**src/rtl/stg2id_q.sv**
```systemverilog
// Decode stage (stage 2): decodes fetched instructions into a DEPTH-entry FIFO drained by a valid/ready handshake.
// One cycle from acceptance to head; ow_ready/ow_valid depend only on the registered count.
`ifndef SIZE_ADDR
`define SIZE_ADDR 16
`endif
`ifndef SIZE_DATA
`define SIZE_DATA 32
`endif
`ifndef SIZE_OPC
`define SIZE_OPC 6
`endif
`ifndef SIZE_IMM
`define SIZE_IMM 16
`endif
`ifndef SIZE_IMMSR
`define SIZE_IMMSR 8
`endif
`ifndef SIZE_CC
`define SIZE_CC 4
`endif
`ifndef SIZE_GP
`define SIZE_GP 4
`endif
`ifndef SIZE_SR
`define SIZE_SR 4
`endif

`ifndef OPC_INSTR_HI
`define OPC_INSTR_HI   31
`define OPC_INSTR_LO   26
`define CC_INSTR_HI    25
`define CC_INSTR_LO    22
`define TGT_INSTR_HI   21
`define TGT_INSTR_LO   18
`define SRC_INSTR_HI   17
`define SRC_INSTR_LO   14
`define IMM_INSTR_HI   15
`define IMM_INSTR_LO   0
`define IMMSR_INSTR_HI 13
`define IMMSR_INSTR_LO 6
`endif

`ifndef OPC_R_MOV
`define OPC_R_MOV    6'd0
`define OPC_R_ADD    6'd1
`define OPC_R_SUB    6'd2
`define OPC_R_NOT    6'd3
`define OPC_R_AND    6'd4
`define OPC_R_OR     6'd5
`define OPC_R_XOR    6'd6
`define OPC_R_SHL    6'd7
`define OPC_R_SHR    6'd8
`define OPC_R_CMP    6'd9
`define OPC_R_JCC    6'd10
`define OPC_R_BCC    6'd11
`define OPC_R_LD     6'd12
`define OPC_R_ST     6'd13
`define OPC_RS_ADDs  6'd14
`define OPC_RS_SUBs  6'd15
`define OPC_RS_SHRs  6'd16
`define OPC_RS_CMPs  6'd17
`define OPC_I_MOVi   6'd18
`define OPC_I_ADDi   6'd19
`define OPC_I_SUBi   6'd20
`define OPC_I_ANDi   6'd21
`define OPC_I_ORi    6'd22
`define OPC_I_XORi   6'd23
`define OPC_I_SHLi   6'd24
`define OPC_I_SHRi   6'd25
`define OPC_I_CMPi   6'd26
`define OPC_I_JCCi   6'd27
`define OPC_I_LDi    6'd28
`define OPC_I_STi    6'd29
`define OPC_IS_MOVis 6'd30
`define OPC_IS_ADDis 6'd31
`define OPC_IS_SUBis 6'd32
`define OPC_IS_SHRis 6'd33
`define OPC_IS_CMPis 6'd34
`define OPC_IS_BCCis 6'd35
`define OPC_S_SRMOV  6'd36
`define OPC_S_SRJCC  6'd37
`endif

module stg2id_q #(
  parameter int DEPTH       = 2,
  parameter int ZERO_UNUSED = 1
) (
  input  logic                         iw_clk,
  input  logic                         iw_rst,
  input  logic                         iw_flush,
  input  logic                         iw_valid,
  output logic                         ow_ready,
  input  logic [`SIZE_ADDR-1:0]        iw_pc,
  input  logic [`SIZE_DATA-1:0]        iw_instr,
  output logic                         ow_valid,
  input  logic                         iw_ready,
  output logic [`SIZE_ADDR-1:0]        ow_pc,
  output logic [`SIZE_DATA-1:0]        ow_instr,
  output logic [`SIZE_OPC-1:0]         ow_opc,
  output logic                         ow_sgn_en,
  output logic                         ow_imm_en,
  output logic                         ow_is_branch,
  output logic [`SIZE_IMM-1:0]         ow_imm_val,
  output logic [`SIZE_IMMSR-1:0]       ow_immsr_val,
  output logic [`SIZE_CC-1:0]          ow_cc,
  output logic [`SIZE_GP-1:0]          ow_tgt_gp,
  output logic [`SIZE_SR-1:0]          ow_tgt_sr,
  output logic [`SIZE_GP-1:0]          ow_src_gp,
  output logic [`SIZE_SR-1:0]          ow_src_sr,
  output logic [$clog2(DEPTH+1)-1:0]   ow_count
);

  localparam int PW = $clog2(DEPTH);
  localparam int CW = $clog2(DEPTH+1);
  localparam bit KEEP_RAW = (ZERO_UNUSED == 0);

  typedef struct packed {
    logic [`SIZE_ADDR-1:0]  pc;
    logic [`SIZE_DATA-1:0]  instr;
    logic [`SIZE_OPC-1:0]   opc;
    logic                   sgn_en;
    logic                   imm_en;
    logic                   is_branch;
    logic [`SIZE_IMM-1:0]   imm_val;
    logic [`SIZE_IMMSR-1:0] immsr_val;
    logic [`SIZE_CC-1:0]    cc;
    logic [`SIZE_GP-1:0]    tgt_gp;
    logic [`SIZE_SR-1:0]    tgt_sr;
    logic [`SIZE_GP-1:0]    src_gp;
    logic [`SIZE_SR-1:0]    src_sr;
  } rec_t;

  rec_t          dec;
  rec_t          head;
  rec_t          mem_q [DEPTH];
  rec_t          mem_d [DEPTH];
  logic [PW-1:0] wr_ptr_q, wr_ptr_d;
  logic [PW-1:0] rd_ptr_q, rd_ptr_d;
  logic [CW-1:0] count_q, count_d;
  logic          push, pop;
  logic          sgn, imm, br, v_tgt_gp, v_src_gp, v_tgt_sr, v_src_sr, v_immsr;
  logic [`SIZE_OPC-1:0] opc;

  assign opc = iw_instr[`OPC_INSTR_HI:`OPC_INSTR_LO];

  always_comb begin
    sgn      = 1'b0;
    imm      = 1'b0;
    br       = 1'b0;
    v_tgt_gp = 1'b0;
    v_src_gp = 1'b0;
    v_tgt_sr = 1'b0;
    v_src_sr = 1'b0;
    v_immsr  = 1'b0;
    case (opc)
      `OPC_R_MOV, `OPC_R_ADD, `OPC_R_SUB, `OPC_R_AND, `OPC_R_OR,
      `OPC_R_XOR, `OPC_R_SHL, `OPC_R_SHR, `OPC_R_CMP: begin
        v_tgt_gp = 1'b1;
        v_src_gp = 1'b1;
      end
      `OPC_R_NOT, `OPC_R_LD: v_tgt_gp = 1'b1;
      `OPC_R_JCC, `OPC_R_BCC: begin
        v_src_gp = 1'b1;
        br       = 1'b1;
      end
      `OPC_R_ST: v_src_gp = 1'b1;
      `OPC_RS_ADDs, `OPC_RS_SUBs, `OPC_RS_SHRs, `OPC_RS_CMPs: begin
        v_tgt_gp = 1'b1;
        v_src_gp = 1'b1;
        sgn      = 1'b1;
      end
      `OPC_I_MOVi, `OPC_I_ADDi, `OPC_I_SUBi, `OPC_I_ANDi, `OPC_I_ORi,
      `OPC_I_XORi, `OPC_I_SHLi, `OPC_I_SHRi, `OPC_I_CMPi, `OPC_I_LDi: begin
        imm      = 1'b1;
        v_tgt_gp = 1'b1;
      end
      `OPC_I_JCCi: begin
        imm = 1'b1;
        br  = 1'b1;
      end
      `OPC_I_STi: imm = 1'b1;
      `OPC_IS_MOVis, `OPC_IS_ADDis, `OPC_IS_SUBis, `OPC_IS_SHRis, `OPC_IS_CMPis: begin
        imm      = 1'b1;
        sgn      = 1'b1;
        v_tgt_gp = 1'b1;
      end
      `OPC_IS_BCCis: begin
        imm = 1'b1;
        sgn = 1'b1;
        br  = 1'b1;
      end
      `OPC_S_SRMOV: begin
        v_tgt_sr = 1'b1;
        v_src_sr = 1'b1;
      end
      `OPC_S_SRJCC: begin
        v_src_sr = 1'b1;
        v_immsr  = 1'b1;
        br       = 1'b1;
      end
      default: ;
    endcase
  end

  // Field slices overlap in the encoding, so masking is what keeps unused ones clean.
  always_comb begin
    dec           = '0;
    dec.pc        = iw_pc;
    dec.instr     = iw_instr;
    dec.opc       = opc;
    dec.sgn_en    = sgn;
    dec.imm_en    = imm;
    dec.is_branch = br;
    dec.imm_val   = (imm || KEEP_RAW) ? iw_instr[`IMM_INSTR_HI:`IMM_INSTR_LO] : '0;
    dec.immsr_val = (v_immsr || KEEP_RAW) ? iw_instr[`IMMSR_INSTR_HI:`IMMSR_INSTR_LO] : '0;
    dec.cc        = (br || KEEP_RAW) ? iw_instr[`CC_INSTR_HI:`CC_INSTR_LO] : '0;
    dec.tgt_gp    = (v_tgt_gp || KEEP_RAW) ? iw_instr[`TGT_INSTR_HI:`TGT_INSTR_LO] : '0;
    dec.tgt_sr    = (v_tgt_sr || KEEP_RAW) ? iw_instr[`TGT_INSTR_HI:`TGT_INSTR_LO] : '0;
    dec.src_gp    = (v_src_gp || KEEP_RAW) ? iw_instr[`SRC_INSTR_HI:`SRC_INSTR_LO] : '0;
    dec.src_sr    = (v_src_sr || KEEP_RAW) ? iw_instr[`SRC_INSTR_HI:`SRC_INSTR_LO] : '0;
  end

  assign ow_ready = (count_q != CW'(DEPTH));
  assign ow_valid = (count_q != '0);
  assign push     = iw_valid && ow_ready && !iw_flush;
  assign pop      = ow_valid && iw_ready && !iw_flush;

  always_comb begin
    wr_ptr_d = wr_ptr_q;
    rd_ptr_d = rd_ptr_q;
    count_d  = count_q;
    if (iw_flush) begin
      wr_ptr_d = '0;
      rd_ptr_d = '0;
      count_d  = '0;
    end else begin
      if (push) wr_ptr_d = wr_ptr_q + PW'(1);
      if (pop)  rd_ptr_d = rd_ptr_q + PW'(1);
      count_d = count_q + CW'(push) - CW'(pop);
    end
  end

  always_comb begin
    mem_d = mem_q;
    if (push) mem_d[wr_ptr_q] = dec;
  end

  always_ff @(posedge iw_clk or posedge iw_rst) begin
    if (iw_rst) begin
      wr_ptr_q <= '0;
      rd_ptr_q <= '0;
      count_q  <= '0;
    end else begin
      wr_ptr_q <= wr_ptr_d;
      rd_ptr_q <= rd_ptr_d;
      count_q  <= count_d;
    end
  end

  // Storage is never reset; an empty FIFO hides it behind the bubble mux below.
  always_ff @(posedge iw_clk) begin
    mem_q <= mem_d;
  end

  assign head = ow_valid ? mem_q[rd_ptr_q] : '0;

  assign ow_pc        = head.pc;
  assign ow_instr     = head.instr;
  assign ow_opc       = head.opc;
  assign ow_sgn_en    = head.sgn_en;
  assign ow_imm_en    = head.imm_en;
  assign ow_is_branch = head.is_branch;
  assign ow_imm_val   = head.imm_val;
  assign ow_immsr_val = head.immsr_val;
  assign ow_cc        = head.cc;
  assign ow_tgt_gp    = head.tgt_gp;
  assign ow_tgt_sr    = head.tgt_sr;
  assign ow_src_gp    = head.src_gp;
  assign ow_src_sr    = head.src_sr;
  assign ow_count     = count_q;

endmodule

```
**config.mk**
```make
export PLATFORM = sky130hd
export DESIGN_NAME = stg2id_q
export DESIGN_NICKNAME = d
export VERILOG_FILES = /design/src/rtl/stg2id_q.sv
export SDC_FILE = /design/constraint.sdc
export NUM_CORES = 1
export LEC_CHECK = 0
export ABC_AREA = 1
export CORE_MARGIN = 1.5
export CORE_UTILIZATION = 47
export CTS_BUF_LIST = sky130_fd_sc_hd__clkbuf_4 sky130_fd_sc_hd__clkbuf_8 sky130_fd_sc_hd__clkbuf_16
export CTS_CLUSTER_DIAMETER = 50
export DETAILED_ROUTE_END_ITERATION = 8
export PLACE_DENSITY_LB_ADDON = 0.12
export SLEW_MARGIN = 40
export SYNTH_ARGS = -nofsm -noshare
export SYNTH_HDL_FRONTEND = slang
export SYNTH_SLANG_ARGS = --single-unit
```
**constraint.sdc**
```tcl
create_clock -name iw_clk -period 5 [get_ports iw_clk]
set_input_delay 1.25 -clock iw_clk [delete_from_list [all_inputs] [get_ports iw_clk]]
set_output_delay 1.25 -clock iw_clk [all_outputs]
set_load 0.02 [all_outputs]
```
==> impl_metrics.py, run 1 <==
metrics = {
    "status": {
        "status": "finished, final reports clean",
    },
    "clocking": {
        "clkLatencyLatePin_ps": 420,
        "cts_resized": 0,
        "clk_pin_slew_ps": 60,
        "hold_buffers": 0,
        "htree_levels": 4,
        "cts_root_buf": "clkbuf_16",
        "cts_tree": "built",
        "cts.path.max_buffers": 2,
        "cts_buffers": 17,
        "clkSinkCount": 194,
        "cts_setup_buffers": 0,
    },
    "placement": {
        "place_hpwl_mm": 11.11,
        "place.gp.congestion": 0.8438,
        "port_buffers": 157,
    },
    "global_route": {
        "grt-ovfl-total": 0,
        "grt_start_max_net_pins": 74,
        "antenna_found_initial": 0,
        "first_global_vias": 5398,
        "grt_pass1_wl_mm": 27.62,
        "grt_usage_pct": 20.22,
    },
    "floorplan": {
        "dieArea_mm2": 0.01781,
        "rows": 47,
        "start_util_pct": 48.24,
        "core_area_mm2": 0.01658,
        "io_pins": 158,
        "die_h_um": 133.5,
        "die_width_um": 133.5,
    },
    "timing": {
        "period_minus_slack_ps": 4198,
        "rsz0062_at_grt": "false",
        "max_freq_mhz": 238.2,
        "hold_viol_final": 0,
        "period_share_pct": 83.97,
        "holdWs_ps": 582.2,
        "report.final.slew_viol_count": 0,
        "slew-limit-headroom_pct": 46.68,
        "setup_viol": 0,
        "worst_pin_slew_ps": 799.8,
        "fin_worst_skew_ps": 5.293,
    },
    "power_and_ir_drop": {
        "power_switching_uw": 1281,
        "p_comb_share_pct": 25.5,
        "pwr-share-clk_pct": 30.3,
        "p_sw_share_pct": 29.16,
        "leakage_uw": 0.003839,
        "power.density_mw_per_mm2": 425.3,
        "p_int_uw": 3112,
        "p_seq_share_pct": 44.2,
        "ir_drop_mv": 0.2388,
    },
    "route": {
        "dr.pass1.iters": 5,
        "wl_mm": 17.81,
        "viasPerCell": 5.057,
        "routedWlPerCell_um": 16.51,
        "route.met2.wl_mm": 8.637,
        "antenna_left": 0,
        "drtIter0Drc": 378,
        "drc": 0,
        "routed.top_layer": "met4",
        "routedLengthMet1_mm": 8.046,
        "met3WireLength_um": 900,
        "num_vias": 5456,
    },
    "synth": {
        "postSynth.asyncResetShare_pct": 2.062,
        "syn_inst": 703,
        "synth-edff-count": 190,
        "synth_area_leader_cell": "edfxtp_1",
        "synthFlopType": "edfxtp_1",
        "synth_warnings": 0,
        "yosysSeqAreaShare_pct": 72.57,
        "synthTopCellsByCount": "223 x nand2_1, 190 x edfxtp_1, 101 x a21oi_1",
        "synth_seq_cells": 194,
        "yosysMostFrequentCell": "nand2_1",
        "netlist.area_leader.share_pct": 71.32,
        "synth.area.top_cells": "edfxtp_1 71%, nand2_1 10%, a21oi_1 6.3%",
        "syn-mean-instance-area_um2": 11.38,
        "netlist_area_mm2": 0.008000,
        "synth_nets": 758,
        "ys_types": 26,
    },
    "layout": {
        "final_layout_size_suffix_gt1_share_pct": 6.868,
        "nets": 905,
        "antenna_cells": 0,
        "synthToLayoutAreaGrowth_pct": 29.14,
        "utilization_pct": 62.30,
    },
    "min_path": {
        "hp-class": "flip-flop to flip-flop",
        "worstHoldStart": "wr_ptr_q",
    },
    "critical_path": {
        "criticalPathCategory": "flip-flop to output port",
        "worstSetupEndpointType": "output port",
        "critical-path-slowest-cell": "dfrtp_4",
        "critPathRequiredTime_ps": 3750,
        "critPathMaxFanout": 73,
        "startpoint": "rd_ptr_q",
        "reg2reg_from": "ow_count[1]",
        "crit_family": "buffers and inverters",
        "path_buf_inv": 3,
        "max_stage_delay_ps": 700,
        "path_cells": "clkinv_2 -> buf_4 -> nand2_1 -> a21oi_1 -> clkdlybuf4s50_1",
        "critPathLaunchType": "flip-flop",
        "arrival_ps": 2950,
    },
    "run": {
        "drv_cap": 0,
    },
}
-- power by group through the flow --
stage	clock (µW)	combinational, µW	sequential [µW]
after floorplan	0	622	1960
after global placement	0	1120	1970
after detailed placement	0	1130	1980
after CTS	1360	1130	1940
after global routing	1410	1210	1950
final	1330	1120	1940
-- cell usage in the layout, fill, tap and decap left out, types with 2 or more instances in the layout --
cell,netlist,final
nor2_4,1,4
nand3_1,18,18
nor2_1,53,50
clkbuf_16,0,17
clkinv_1,1,2
ha_1,2,2
clkdlybuf4s50_1,0,157
clkinvlp_4,0,2
bufinv_16,0,3
clkinv_2,0,2
buf_4,6,9
nand2_1,223,223
a21oi_1,101,101
inv_1,48,48
nor2_2,11,11
dfrtp_1,4,3
inv_2,4,4
edfxtp_1,190,190
-- state kept, by name, summed over array words and instances (netlist names) --
register	cells
wr_ptr_q	1
rd_ptr_q	1
mem_q	190
ow_count	2
-- per-layer routing --
metal	global-route usage [%]	up-vias
met1	26.98	2626
li1	-	2648
met3	4.756	17
met4	5.857	0
met5	0	-
met2	33.36	165
-- cells by family (layout without fill, tap and decap cells) --
| group | count (synthesis) | count (layout) | share of synthesized area [%] |
|---|---|---|---|
| AOI/OAI and AO/OA | 103 | 103 | 6.475 |
| and+or+nand+nor | 311 | 311 | 15.67 |
| adders and majority gates | 2 | 2 | 0.3127 |
| buffers and inverters | 91 | 247 | 4.754 |
| xor gates and xnor gates | 2 | 2 | 0.2190 |
| DFF | 194 | 194 | 72.57 |
-- layout make-up --
class / count / area [µm²]
Fill cell: 1293 / 6252
Sequential cell: 194 / 5809
Multi-Input combinational cell: 418 / 1837
Timing Repair Buffer: 166 / 1639
Clock buffer: 18 / 432.9
Tap cell: 220 / 275.3
Inverter: 53 / 200.2
Clock inverter: 10 / 137.6
-- per-stage QoR --
stage | setup WS [ps] | cells | power (µW) | setup TNS [ps] | cell area [µm²]
floorplan | -960.3 | 703 | 2586 | -182460 | 8000
global placement | 1238 | 1051 | 3089 | 0 | 9761
detailed placement | 1218 | 1051 | 3107 | 0 | 9761
CTS | 754.5 | 1079 | 4432 | 0 | 10330
global route | 579.8 | 1079 | 4568 | 0 | 10330
finish | 801.6 | 1079 | 4394 | 0 | 10330
-- worst register-to-register path, delay by kind of cell, from the launching register on --
family	cells	cell delay, ps
buffers and inverters	3	820
and+or+nand+nor	4	770
adders and majority gates	2	460
DFF	1	440
xor gates and xnor gates	1	160
-- worst paths after layout --
| check | end | slack, ps | cells past startpoint |
|---|---|---|---|
| setup / recovery | ow_imm_val[14] | 800 | 5 |
| hold / removal | wr_ptr_q | 580 | 1 |
| setup reg to reg | ow_count[1] | 2250 | 10 |
| hold reg to reg | wr_ptr_q | 580 | 1 |
| max in group asynchronous | rd_ptr_q | 3790 | 2 |
| min in group asynchronous | ow_count[1] | 1030 | 2 |
Power figures use the tool's default switching activity.
==> inputs of run 2 (changes only) <==
==> constraint.sdc (replaced) <==
create_clock -name iw_clk -period 3.5 [get_ports iw_clk]
set_input_delay 0.875 -clock iw_clk [delete_from_list [all_inputs] [get_ports iw_clk]]
set_output_delay 0.875 -clock iw_clk [all_outputs]
set_load 0.02 [all_outputs]
==> impl_metrics.py, run 2 (synthesis results as in run 1) <==
metrics = {
    "timing": {
        "max_freq_mhz": 299.5,
        "rsz0062_at_grt": "false",
        "fin_worst_skew_ps": 5.717,
        "report.final.slew_viol_count": 0,
        "period_minus_slack_ps": 3338,
        "setup_ws_ps": 161.5,
        "setup_viol": 0,
        "slew-limit-headroom_pct": 67.10,
        "hold_viol_final": 0,
        "worst_pin_slew_ps": 493.4,
        "period_share_pct": 95.38,
        "fin_tns_setup_ps": 0,
    },
    "layout": {
        "final_layout_size_suffix_gt1_share_pct": 7.639,
        "antenna_cells": 0,
        "design_area_mm2": 0.01040,
        "final_cells": 1084,
        "synthToLayoutAreaGrowth_pct": 30.03,
        "most-common-layout-cells": "223 x nand2_1, 190 x edfxtp_1, 157 x clkdlybuf4s50_1",
        "nets": 906,
        "largest_reg_flops": 190,
        "largest-register": "mem_q",
        "final_common_cell": "nand2_1",
        "utilization_pct": 62.73,
        "fill_cells": 1365,
    },
    "critical_path": {
        "r2r-end": "ow_count[1]",
        "arrival_ps": 2460,
        "criticalPathCategory": "flip-flop to output port",
        "critPathRequiredTime_ps": 2620,
        "critPathLaunchType": "flip-flop",
        "reg2reg_from": "ow_count[1]",
        "critPathMaxFanout": 34,
        "rrSetupSlack_ps": 1460,
        "r2r_cells": 10,
        "worstSetupEndpointType": "output port",
    },
    "floorplan": {
        "rows": 47,
        "die_width_um": 133.5,
        "core_area_mm2": 0.01658,
        "start_util_pct": 48.24,
        "io_pins": 158,
        "die_h_um": 133.5,
        "dieArea_mm2": 0.01781,
    },
    "clocking": {
        "cts_setup_buffers": 0,
        "clk_pin_slew_ps": 70,
        "cts_tree": "built",
        "hold_buffers": 0,
        "cts.path.max_buffers": 2,
        "cts_buffers": 17,
        "htree_levels": 4,
        "clkSinkCount": 194,
        "cts_root_buf": "clkbuf_16",
        "cts_resized": 0,
        "clkLatencyLatePin_ps": 420,
    },
    "route": {
        "num_vias": 5530,
        "routedWlPerCell_um": 16.39,
        "drtIter0Drc": 412,
        "routedLengthMet1_mm": 7.873,
        "viasPerCell": 5.101,
        "drc": 0,
        "wl_mm": 17.77,
        "met3WireLength_um": 876,
        "route.met2.wl_mm": 8.771,
        "routed.top_layer": "met4",
        "dr.pass1.iters": 6,
        "antenna_left": 0,
    },
    "min_path": {
        "hold_depth": 1,
        "hold_end": "wr_ptr_q",
        "hp-class": "flip-flop to flip-flop",
        "worstHoldStart": "wr_ptr_q",
    },
    "placement": {
        "port_buffers": 157,
        "place.gp.congestion": 0.9222,
        "place_inst": 1052,
        "place_hpwl_mm": 10.98,
        "detailedPlace.worstSlack_ps": 499.4,
        "dpl_cell_area_mm2": 0.009831,
    },
    "global_route": {
        "first_global_vias": 5442,
        "grt_start_max_net_pins": 97,
        "grt-ovfl-total": 0,
        "antenna_found_initial": 0,
        "grt_usage_pct": 20.56,
        "grt_pass1_wl_mm": 28.30,
    },
    "power_and_ir_drop": {
        "ir_drop_mv": 0.4287,
        "leakage_uw": 0.003869,
        "pwr-share-clk_pct": 29.8,
        "power_switching_uw": 1925,
        "p_sw_share_pct": 30.64,
        "p_int_uw": 4356,
        "power.density_mw_per_mm2": 603.8,
        "p_comb_share_pct": 26.5,
        "p_seq_share_pct": 43.7,
    },
    "run": {
        "drv_cap": 0,
    },
    "status": {
        "status": "finished, final reports clean",
    },
}
## run 2: cell count changes in the layout (fill, tap and decap cells not counted)
| cell | change |
|---|---|
| bufinv_16 | -2 |
| inv_4 | +1 |
| buf_4 | -4 |
| clkinv_4 | +2 |
| inv_6 | +6 |
| clkinv_1 | -2 |
| clkbuf_4 | -1 |
| buf_12 | +5 |
## run 2: worst max-delay path: stages, from the launching register on
cell and delay, ps:
dfrtp_4 500, inv_4 250, buf_12 250, nand2_1 70, a21oi_1 280, clkdlybuf4s50_1 670
## run 2: per-stage QoR
stage / power (µW) / hold slack [ps]
after detailed placement: 4474 / 582.8
after CTS: 6337 / 593.0
after global routing: 6529 / 608.2
after floorplan: 3686 / 502.7
final: 6281 / 589.7
after global placement: 4451 / 563.3
## run 2: power by group through the flow
stage	Combinational (µW)	Clock (µW)	Sequential (µW)
2_1_floorplan	890	0	2800
3_3_place_gp	1660	0	2790
3_5_place_dp	1680	0	2790
4_1_cts	1690	1900	2740
5_1_grt	1790	1990	2750
6_report	1660	1870	2740
## run 2: cell type report
type	instances	area, µm²	share of cell area [%]
Clock buffer	17	425.4	4.089
Sequential cell	194	5809	55.85
Tap cell	220	275.3	2.646
Inverter	53	201.4	1.936
Timing Repair Buffer	167	1709	16.43
Clock inverter	15	145.1	1.395
Multi-Input combinational cell	418	1837	17.66
## run 2: how the worst max path moves through the flow
stage                  start              to  slack (ps)  depth (start not counted)
finish              rd_ptr_q  ow_imm_val[14]         160                          5
global route        rd_ptr_q  ow_imm_val[14]          60                          5
CTS                 rd_ptr_q    ow_is_branch          20                          5
detailed placement  rd_ptr_q    ow_is_branch         500                          5
global placement    rd_ptr_q    ow_is_branch         500                          5
floorplan           iw_flush      mem_q[101]        -510                          3
## run 2: routing by layer
metal | vias up | GRT usage [%]
met1 | 2635 | 27.94
met3 | 28 | 3.881
met4 | 0 | 6.643
met5 | - | 0
met2 | 196 | 33.74
li1 | 2671 | -
